`src/rtl/io_in_pkg.sv`:
```
// Shared address map and select decoding for the I/O input-port bank.
// Used by the bank top and its testbenches.
package io_in_pkg;

   localparam logic [5:0] IO_IN_PORT_BASE_SEL = 6'b110000;
   localparam logic [5:0] IO_IN_STATUS_SEL    = 6'b111111;
   localparam int         IO_IN_MAX_PORTS     = 8;

   typedef enum logic [1:0] {
      RD_NONE,
      RD_PORT,
      RD_STATUS
   } rd_kind_t;

   typedef struct packed {
      logic       valid;
      logic [2:0] idx;
   } port_sel_t;

   function automatic port_sel_t sel_to_port(
      input logic [5:0]  sel,
      input int unsigned num_ports
   );
      port_sel_t r;
      logic      in_window;
      in_window = (sel[5:3] == IO_IN_PORT_BASE_SEL[5:3]);
      r.idx     = sel[2:0];
      r.valid   = in_window && (32'(sel[2:0]) < num_ports);
      return r;
   endfunction

   function automatic rd_kind_t sel_to_kind(
      input logic [5:0]  sel,
      input int unsigned num_ports
   );
      port_sel_t p;
      rd_kind_t  k;
      p = sel_to_port(sel, num_ports);
      k = RD_NONE;
      if (sel == IO_IN_STATUS_SEL)
         k = RD_STATUS;
      else if (p.valid)
         k = RD_PORT;
      return k;
   endfunction

endpackage

```
`src/rtl/io_in_channel.sv`:
```
// One input channel: two-flop synchroniser, stability debouncer
// and a sticky change flag with set-over-clear priority.
module io_in_channel
   import io_in_pkg::*;
#(
   parameter int PORT_W     = 8,
   parameter int DEB_CYCLES = 4
) (
   input  logic              io_clk,
   input  logic              reset,
   input  logic [PORT_W-1:0] pin,
   input  logic              clr,
   output logic [PORT_W-1:0] value,
   output logic              flag
);

   localparam int CNT_W = $clog2(DEB_CYCLES + 1);
   localparam logic [CNT_W-1:0] CNT_LAST = CNT_W'(DEB_CYCLES - 1);
   localparam logic [CNT_W-1:0] CNT_ONE  = CNT_W'(1);

   logic [PORT_W-1:0] ff1;
   logic [PORT_W-1:0] sync;
   logic [PORT_W-1:0] cand;
   logic [PORT_W-1:0] latched;
   logic [CNT_W-1:0]  cnt;
   logic              flag_q;

   logic              moved;
   logic              pending;
   logic              fire;

   assign moved   = (sync != cand);
   assign pending = !moved && (cand != latched);
   assign fire    = pending && (cnt == CNT_LAST);

   always_ff @(posedge io_clk or posedge reset) begin
      if (reset) begin
         ff1     <= '0;
         sync    <= '0;
         cand    <= '0;
         latched <= '0;
         cnt     <= '0;
         flag_q  <= 1'b0;
      end else begin
         ff1  <= pin;
         sync <= ff1;
         // any wander at the sync stage restarts the window
         if (moved) begin
            cand <= sync;
            cnt  <= '0;
         end else if (pending) begin
            if (fire) begin
               latched <= cand;
               cnt     <= '0;
            end else begin
               cnt <= cnt + CNT_ONE;
            end
         end else begin
            cnt <= '0;
         end
         if (fire)
            flag_q <= 1'b1;
         else if (clr)
            flag_q <= 1'b0;
      end
   end

   assign value = latched;
   assign flag  = flag_q;

endmodule

```
`src/rtl/io_input_bank.sv`:
```
// Memory-mapped input-port bank: NUM_PORTS debounced channels,
// read-to-clear status register and level interrupt.
module io_input_bank
   import io_in_pkg::*;
#(
   parameter int NUM_PORTS  = 4,
   parameter int PORT_W     = 8,
   parameter int DEB_CYCLES = 4
) (
   input  logic                        io_clk,
   input  logic                        reset,
   input  logic [31:0]                 addr,
   input  logic                        io_rd,
   input  logic [NUM_PORTS*PORT_W-1:0] in_port,
   output logic [31:0]                 io_read_data,
   output logic                        io_irq
);

   logic [5:0]                         sel;
   logic                               clr;
   logic [NUM_PORTS-1:0]               flags;
   logic [NUM_PORTS-1:0][PORT_W-1:0]   values;
   port_sel_t                          psel;
   rd_kind_t                           kind;
   logic                               unused_addr;

   assign sel         = addr[7:2];
   assign unused_addr = ^{addr[31:8], addr[1:0]};
   assign clr         = io_rd && (sel == IO_IN_STATUS_SEL);

   for (genvar g = 0; g < NUM_PORTS; g++) begin : g_ch
      io_in_channel #(
         .PORT_W     (PORT_W),
         .DEB_CYCLES (DEB_CYCLES)
      ) u_ch (
         .io_clk (io_clk),
         .reset  (reset),
         .pin    (in_port[g*PORT_W +: PORT_W]),
         .clr    (clr),
         .value  (values[g]),
         .flag   (flags[g])
      );
   end

   always_comb begin
      psel         = sel_to_port(sel, NUM_PORTS);
      kind         = sel_to_kind(sel, NUM_PORTS);
      io_read_data = '0;
      unique case (kind)
         RD_STATUS: io_read_data[NUM_PORTS-1:0] = flags;
         RD_PORT: begin
            for (int i = 0; i < NUM_PORTS; i++) begin
               if (psel.idx == 3'(i))
                  io_read_data[PORT_W-1:0] = values[i];
            end
         end
         default: io_read_data = '0;
      endcase
   end

   // driven only by flag registers, so addr activity cannot glitch it
   assign io_irq = |flags;

endmodule

```
`config.mk`:
```
export PLATFORM = sky130hd
export DESIGN_NAME = io_input_bank
export DESIGN_NICKNAME = d
export VERILOG_FILES = /design/src/rtl/io_in_pkg.sv /design/src/rtl/io_in_channel.sv /design/src/rtl/io_input_bank.sv
export SDC_FILE = /design/constraint.sdc
export NUM_CORES = 1
export LEC_CHECK = 0
export ABC_AREA = 1
export BUFFER_PORTS_ARGS = -buffer_cell sky130_fd_sc_hd__buf_2
export CAP_MARGIN = 40
export CELL_PAD_IN_SITES_DETAIL_PLACEMENT = 1
export CELL_PAD_IN_SITES_GLOBAL_PLACEMENT = 2
export CORE_UTILIZATION = 32
export CTS_BUF_LIST = sky130_fd_sc_hd__clkbuf_8
export DETAILED_ROUTE_END_ITERATION = 8
export PLACE_DENSITY = 0.81
export SKIP_LAST_GASP = 1
export SLEW_MARGIN = 20
export SYNTH_ARGS = -nofsm -noshare
export SYNTH_HDL_FRONTEND = slang
export SYNTH_SLANG_ARGS = --single-unit
```
`constraint.sdc`:
```
create_clock -name io_clk -period 4.84 [get_ports io_clk]
set_input_delay 0.968 -clock io_clk [delete_from_list [all_inputs] [get_ports io_clk]]
set_output_delay 0.968 -clock io_clk [all_outputs]
set_load 0.02 [all_outputs]
```
==> results of run 1 <==
==> flip-flops by register name, summed over array words and instances (netlist names) <==
register	count
g_ch.u_ch.value	32
g_ch.u_ch.cand	32
g_ch.u_ch.flag	4
g_ch.u_ch.ff1	32
g_ch.u_ch.cnt	12
g_ch.u_ch.sync	32
==> power breakdown <==
part | leakage (nW) | switching, mW | total (mW) | internal [mW]
registers | 1.78 | 0.0355 | 1.28 | 1.25
clock network | 0.219 | 0.477 | 1.02 | 0.539
logic | 1.62 | 0.101 | 0.148 | 0.0472
total | 3.61 | 0.613 | 2.45 | 1.84
==> cell families (layout without fill, tap and decap cells) <==
group           count (synthesis)  after routing  share of synthesized area
compound gates                 30             30                     0.0266
buf+inv                       153            172                      0.111
fa+ha+maj                       8              8                     0.0160
other cells                     1             25                   0.000600
xor+xnor                       24             24                     0.0336
simple gates                  322            322                      0.236
flops                         144            144                      0.577
==> worst paths after layout <==
path | startpoint | end
worst max-delay path | addr[3] | io_read_data[2]
worst min-delay path | g_ch[2].u_ch.ff1[4] | g_ch[2].u_ch.sync[4]
worst max register to register | g_ch[0].u_ch.cand[2] | g_ch[0].u_ch.value[5]
worst min register to register | g_ch[2].u_ch.ff1[4] | g_ch[2].u_ch.sync[4]
max in group asynchronous | reset | g_ch[3].u_ch.value[2]
min in group asynchronous | reset | g_ch[2].u_ch.cand[5]
==> metal layers <==
metal,global-route usage,vias up,part of all wire
met5,0,-,0
met4,0.0441,0,0.011
met3,0.0418,11,0.035
met2,0.251,64,0.49
met1,0.188,2187,0.46
li1,-,2103,-
==> stage by stage <==
step	worst slack (ns)	total power, mW
after global placement	1.60	1.45
after global routing	1.46	2.57
after detailed placement	1.59	1.46
after floorplan	0.00572	1.42
final	1.60	2.45
after CTS	1.58	2.49
==> critical path: cells and delay by family <==
kind                   cells  cell delay (ns)
AO/OA/AOI/OAI              2             0.34
AND/OR/NAND/NOR            3             0.45
buffers and inverters      3             0.53
==> final cells by class <==
| type | instances | share of cell area |
|---|---|---|
| sequential | 144 | 0.513 |
| multi-input combinational | 408 | 0.291 |
| inverter | 88 | 0.0478 |
| tap | 260 | 0.0464 |
| timing repair buffer | 52 | 0.0410 |
| clock buffer | 19 | 0.0373 |
| clock inverter | 13 | 0.0232 |
| antenna | 1 | 0.000357 |
==> placed cells by master (no fill, tap or decap), drive strengths merged <==
master    instances
nand2           216
dfrtp           144
inv              90
buf              52
nor2             52
nand4            35
conb             24
clkbuf           19
xnor2            16
o21ai            14
nand3            12
xor2              8
ha                8
o22ai             7
clkinv            7
nor3              5
a21oi             5
bufinv            3
nand3b            2
a31oi             2
a211oi            2
diode             1
clkinvlp          1
==> reports/summary.json, run 1 <==
{
  "status": {
    "outcome": "complete, no violations"
  },
  "finish": {
    "final_nets": 786,
    "multi_input_area_um2": 2040,
    "drive_gt1_frac": 0.171,
    "nFillCells": 2239,
    "finish.utilization": 0.371,
    "finalNonFillerCells": 985,
    "register_area_um2": 3600,
    "design_area_um2": 7020,
    "area_growth_pct": 12.3
  },
  "grt": {
    "grt-ovfl-total": 0,
    "grt_antenna_before_repair": 1,
    "overall_routing_resource_usage": 0.150,
    "global_route_wire_length_before_repair_um": 23000,
    "first_global_vias": 4609,
    "grt_max_degree": 66
  },
  "clock_tree": {
    "cts_made_buffers": 17,
    "tritoncts_clock_tree": "done",
    "depth_of_the_cts_h_tree": 4,
    "clock_network_latency_to_the_later_pin_of_the_worst_skew_pair_ns": 0.45,
    "cts.path.max_buffers": 2,
    "path_clk_slew_ns": 0.08,
    "clk_tree_root_cell": "clkbuf_8",
    "numClockSinks": 144,
    "post_cts_hold_buffer_count": 0,
    "post_cts_resized": 0,
    "post-cts-setup-buffer-count": 0
  },
  "timing": {
    "timing_worst_slew_pin_value_ns": 0.520,
    "finalMaxSlewViolations": 0,
    "max-slew-margin-rel": 0.653,
    "clk_skew_ns": 0.0125,
    "post_route_minimum_period_ns": 3.24,
    "hold-worst-slack_ns": 0.340,
    "setup_repair_after_global_routing_missed_its_margin": "no",
    "setup_tns_after_final_layout_ns": 0,
    "hold_violations": 0,
    "layout_worst_path_cycle_share": 0.670,
    "achievable-frequency_mhz": 308,
    "setup-violations-final": 0
  },
  "drt": {
    "detail_route.wirelength_um": 13600,
    "detailroute.via_count": 4365,
    "drt_pre_antenna_iters": 4,
    "wire_per_inst_um": 13.8,
    "vias_per_cell": 4.43,
    "drt.antenna.violating_nets": 0,
    "drc_errors": 0,
    "detail_route.iter0.violations": 232
  },
  "placement": {
    "hpwl_um": 9900,
    "dpl_cell_area_um2": 6590,
    "gp_routability_congestion": 0.785,
    "number_of_port_buffers": 49,
    "numPlacedInstances": 952
  },
  "yosys": {
    "synth_edf_count": 0,
    "postSynthRegisterBits": 144,
    "synth_common_cells": "208 x nand2_1, 144 x dfrtp_1, 75 x inv_1",
    "yosysUniqueCellTypes": 30,
    "post_synth_inst_count": 682,
    "post_synth.cell_area_avg_um2": 9.16,
    "ys.flop_type": "dfrtp_1",
    "synth_top_cell_area_share": 0.577,
    "netlist_area_um2": 6250,
    "synth_area_leaders": "dfrtp_1 58%, nand2_1 12%, inv_1 4.5%",
    "yosysWarnings": 0,
    "synthMostInstantiatedCell": "nand2_1",
    "synth-async-reset-ratio": 1.00,
    "synth.yosys.seq_area_share": 0.577,
    "synthDominantAreaCellType": "dfrtp_1"
  },
  "setup_path": {
    "slowest_stage": "o21ai_1",
    "critical-path-top-cell-by-count": "buf_2",
    "criticalPathCategory": "in2out",
    "crit_path_cell_trace": "buf_2 -> nand2_1 -> nor2_2 -> inv_1 -> nand4_1 -> o21ai_0 -> o21ai_1 -> buf_2",
    "crit_path_largest_cell_delay_ns": 0.22,
    "critical_path_required_ns": 3.87,
    "startpoint_types": "primary input",
    "r2r.worst_path.cells": 9,
    "reg2reg_setup_slack_ns": 2.99,
    "crit_path_end_kind": "output pin",
    "crit_path_max_fanout": 8,
    "worst-endpoint-arrival_ns": 2.28
  },
  "die": {
    "boundaryPins": 100,
    "die_w_um": 142,
    "fp.dieH_um": 142,
    "initial_utilization": 0.331,
    "placement_rows": 50,
    "design.die.area_um2": 20100,
    "core_region_area_um2": 18900
  },
  "hold_path": {
    "whs_path_depth": 0,
    "worst_hold_path_type": "reg2reg"
  },
  "power": {
    "power_leakage_nw": 3.61,
    "worst_ir_drop_vdd_v": 0.000147,
    "power_density_nw_per_um2": 349
  },
  "run": {
    "maxCapViolations": 0
  }
}
No activity file was read; power rests on OpenSTA's default activity.
==> inputs of run 2 (changes only) <==
--- a/config.mk
+++ b/config.mk
@@ -5,12 +5,12 @@
 export SDC_FILE = /design/constraint.sdc
 export NUM_CORES = 1
 export LEC_CHECK = 0
-export ABC_AREA = 1
+export ABC_AREA = 0
 export BUFFER_PORTS_ARGS = -buffer_cell sky130_fd_sc_hd__buf_2
 export CAP_MARGIN = 40
 export CELL_PAD_IN_SITES_DETAIL_PLACEMENT = 1
 export CELL_PAD_IN_SITES_GLOBAL_PLACEMENT = 2
-export CORE_UTILIZATION = 32
+export CORE_UTILIZATION = 36
 export CTS_BUF_LIST = sky130_fd_sc_hd__clkbuf_8
 export DETAILED_ROUTE_END_ITERATION = 8
 export PLACE_DENSITY = 0.81
==> constraint.sdc (replaced) <==
create_clock -name io_clk -period 2.9 [get_ports io_clk]
set_input_delay 0.58 -clock io_clk [delete_from_list [all_inputs] [get_ports io_clk]]
set_output_delay 0.58 -clock io_clk [all_outputs]
set_load 0.02 [all_outputs]
==> run 2 against run 1 <==
Count of clock-buffer cells in the layout is 1 lower. Wire length is 27% lower. Combinational power is 49% higher. Final area is 8.9% lower.
==> reports/summary.json, run 2 <==
{
  "setup_path": {
    "crit_path_end_kind": "output pin",
    "timing.critical_path.from": "g_ch[3].u_ch.value[3]",
    "criticalPathCategory": "reg2out",
    "critical_path_required_ns": 2.32,
    "crit_path_max_fanout": 3,
    "r2r.worst_path.cells": 4,
    "reg2reg_setup_slack_ns": 1.10,
    "crit-reg2reg-capture": "g_ch[3].u_ch.value[0]",
    "worst-endpoint-arrival_ns": 1.92,
    "rr_startpoint": "g_ch[3].u_ch.cand[1]",
    "startpoint_types": "register"
  },
  "yosys": {
    "postSynthRegisterBits": 144,
    "synth.yosys.seq_area_share": 0.627,
    "synth_area_leaders": "dfrtp_1 63%, mux2_2 5.5%, xnor2_1 4.9%",
    "synth_top_cell_area_share": 0.627,
    "netlist_area_um2": 5750,
    "synthDominantAreaCellType": "dfrtp_1",
    "synth-async-reset-ratio": 1.00,
    "yosysWarnings": 0,
    "synthMostInstantiatedCell": "dfrtp_1",
    "synth_edf_count": 0,
    "post_synth_inst_count": 392,
    "synth_common_cells": "144 x dfrtp_1, 33 x clkbuf_1, 32 x xnor2_1, 32 x xor2_1, 28 x mux2_2",
    "ys.flop_type": "dfrtp_1",
    "yosysUniqueCellTypes": 25,
    "post_synth.cell_area_avg_um2": 14.7
  },
  "grt": {
    "first_global_vias": 3161,
    "grt-ovfl-total": 0,
    "grt_max_degree": 145,
    "overall_routing_resource_usage": 0.138,
    "global_route_wire_length_before_repair_um": 16500,
    "grt_antenna_before_repair": 2
  },
  "clock_tree": {
    "path_clk_slew_ns": 0.08,
    "clk_tree_root_cell": "clkbuf_8",
    "numClockSinks": 144,
    "tritoncts_clock_tree": "done",
    "post_cts_resized": 0,
    "depth_of_the_cts_h_tree": 4,
    "cts.path.max_buffers": 2,
    "post_cts_hold_buffer_count": 0,
    "clock_network_latency_to_the_later_pin_of_the_worst_skew_pair_ns": 0.45,
    "post-cts-setup-buffer-count": 0,
    "cts_made_buffers": 17
  },
  "die": {
    "initial_utilization": 0.374,
    "design.die.area_um2": 16500,
    "die_w_um": 128,
    "fp.dieH_um": 128,
    "boundaryPins": 100,
    "placement_rows": 45,
    "core_region_area_um2": 15400
  },
  "timing": {
    "post_route_minimum_period_ns": 2.50,
    "timing_worst_slew_pin_value_ns": 0.797,
    "hold_violations": 0,
    "max-slew-margin-rel": 0.469,
    "setup_repair_after_global_routing_missed_its_margin": "no",
    "achievable-frequency_mhz": 400,
    "finalMaxSlewViolations": 0,
    "hold-worst-slack_ns": 0.234,
    "setup_tns_after_final_layout_ns": 0,
    "clk_skew_ns": 0.0118,
    "setup-violations-final": 0,
    "layout_worst_path_cycle_share": 0.862
  },
  "finish": {
    "drive_gt1_frac": 0.315,
    "layout.cells.most_common": "dfrtp_1",
    "final_nets": 500,
    "area_growth_pct": 11.3,
    "most-common-layout-cells": "144 x dfrtp_1, 49 x buf_2, 32 x xnor2_1, 32 x xor2_1, 28 x mux2_2"
  },
  "drt": {
    "drt_pre_antenna_iters": 4,
    "detail_route.wirelength_um": 9860,
    "detailroute.via_count": 2835,
    "detail_route.iter0.violations": 92,
    "drt.antenna.violating_nets": 0,
    "vias_per_cell": 4.36,
    "wire_per_inst_um": 15.2,
    "drc_errors": 0
  },
  "placement": {
    "hpwl_um": 6940,
    "number_of_port_buffers": 49,
    "gp_routability_congestion": 0.742
  },
  "hold_path": {
    "worst_hold_path_type": "in2reg",
    "whs_path_depth": 1,
    "timing.hold.worst_endpoint": "g_ch[3].u_ch.ff1[2]",
    "min_from": "in_port[26]"
  },
  "status": {
    "outcome": "complete, no violations"
  },
  "power": {
    "power_density_nw_per_um2": 585,
    "power_leakage_nw": 2.86,
    "worst_ir_drop_vdd_v": 0.000286
  },
  "run": {
    "maxCapViolations": 0
  }
}
==> run 2: cell count changes after synthesis, sizes merged, moves of 16 or more <==
cell   before  now
mux2        0   32
inv        86   16
xor2        8   32
xnor2      16   32
nor2       52   13
nand2     216    7
nand4      35    9
==> run 2: how the worst max path moves through the flow <==
stage | depth (start not counted) | end
3_5_place_dp | 6 | io_read_data[0]
3_3_place_gp | 4 | io_read_data[0]
5_1_grt | 5 | io_read_data[3]
2_1_floorplan | 1 | g_ch[0].u_ch.cand[0]
4_1_cts | 5 | io_read_data[3]
6_report | 5 | io_read_data[3]
==> run 2: cell families after synthesis <==
kind of cell	share of synthesized area
other cells	0.000653
xor+xnor	0.0976
flops	0.627
simple gates	0.0614
mux	0.0967
compound gates	0.0340
fa+ha+maj	0.0174
buf+inv	0.0651
==> run 2: final cells by class <==
cell class                      instances  area, µm²
Antenna cell                            1       2.50
Clock buffer                           18        248
Clock inverter                         14       95.1
Fill cell                            1589       8970
Inverter                               16       63.8
Multi-Input combinational cell        196       1850
Sequential cell                       144       3600
Tap cell                              211        264
Timing Repair Buffer                   50        265
==> run 2: where the power goes <==
| group | switching, mW | internal, mW | leakage, nW |
|---|---|---|---|
| logic | 0.140 | 0.0810 | 0.902 |
| registers | 0.0596 | 2.09 | 1.78 |
| clock network | 0.763 | 0.610 | 0.182 |
| total | 0.963 | 2.78 | 2.86 |
==> run 2: metal layers <==
metal,vias up,track usage,wire length (µm)
met4,2,0.0644,176
met1,1452,0.165,4310
met2,63,0.223,4860
li1,1301,-,-
met3,17,0.0495,496
met5,-,0,8
==> run 2: critical path: stages (launching register included) <==
cell and delay, ns:
dfrtp_1 0.41, or2_2 0.30, mux4_2 0.46, nand2b_1 0.08
nand2_1 0.06, buf_2 0.16
==> run 2: through the flow <==
step	utilization	total power, mW	instances	setup slack, ns	instance area [µm²]
final	0.416	3.74	650	0.401	6400
after global routing	0.416	3.93	650	0.297	6400
after detailed placement	0.394	2.41	617	0.532	6050
after floorplan	-	2.37	415	0.515	5840
after global placement	0.394	2.40	617	0.541	6050
after CTS	0.416	3.81	649	0.356	6390
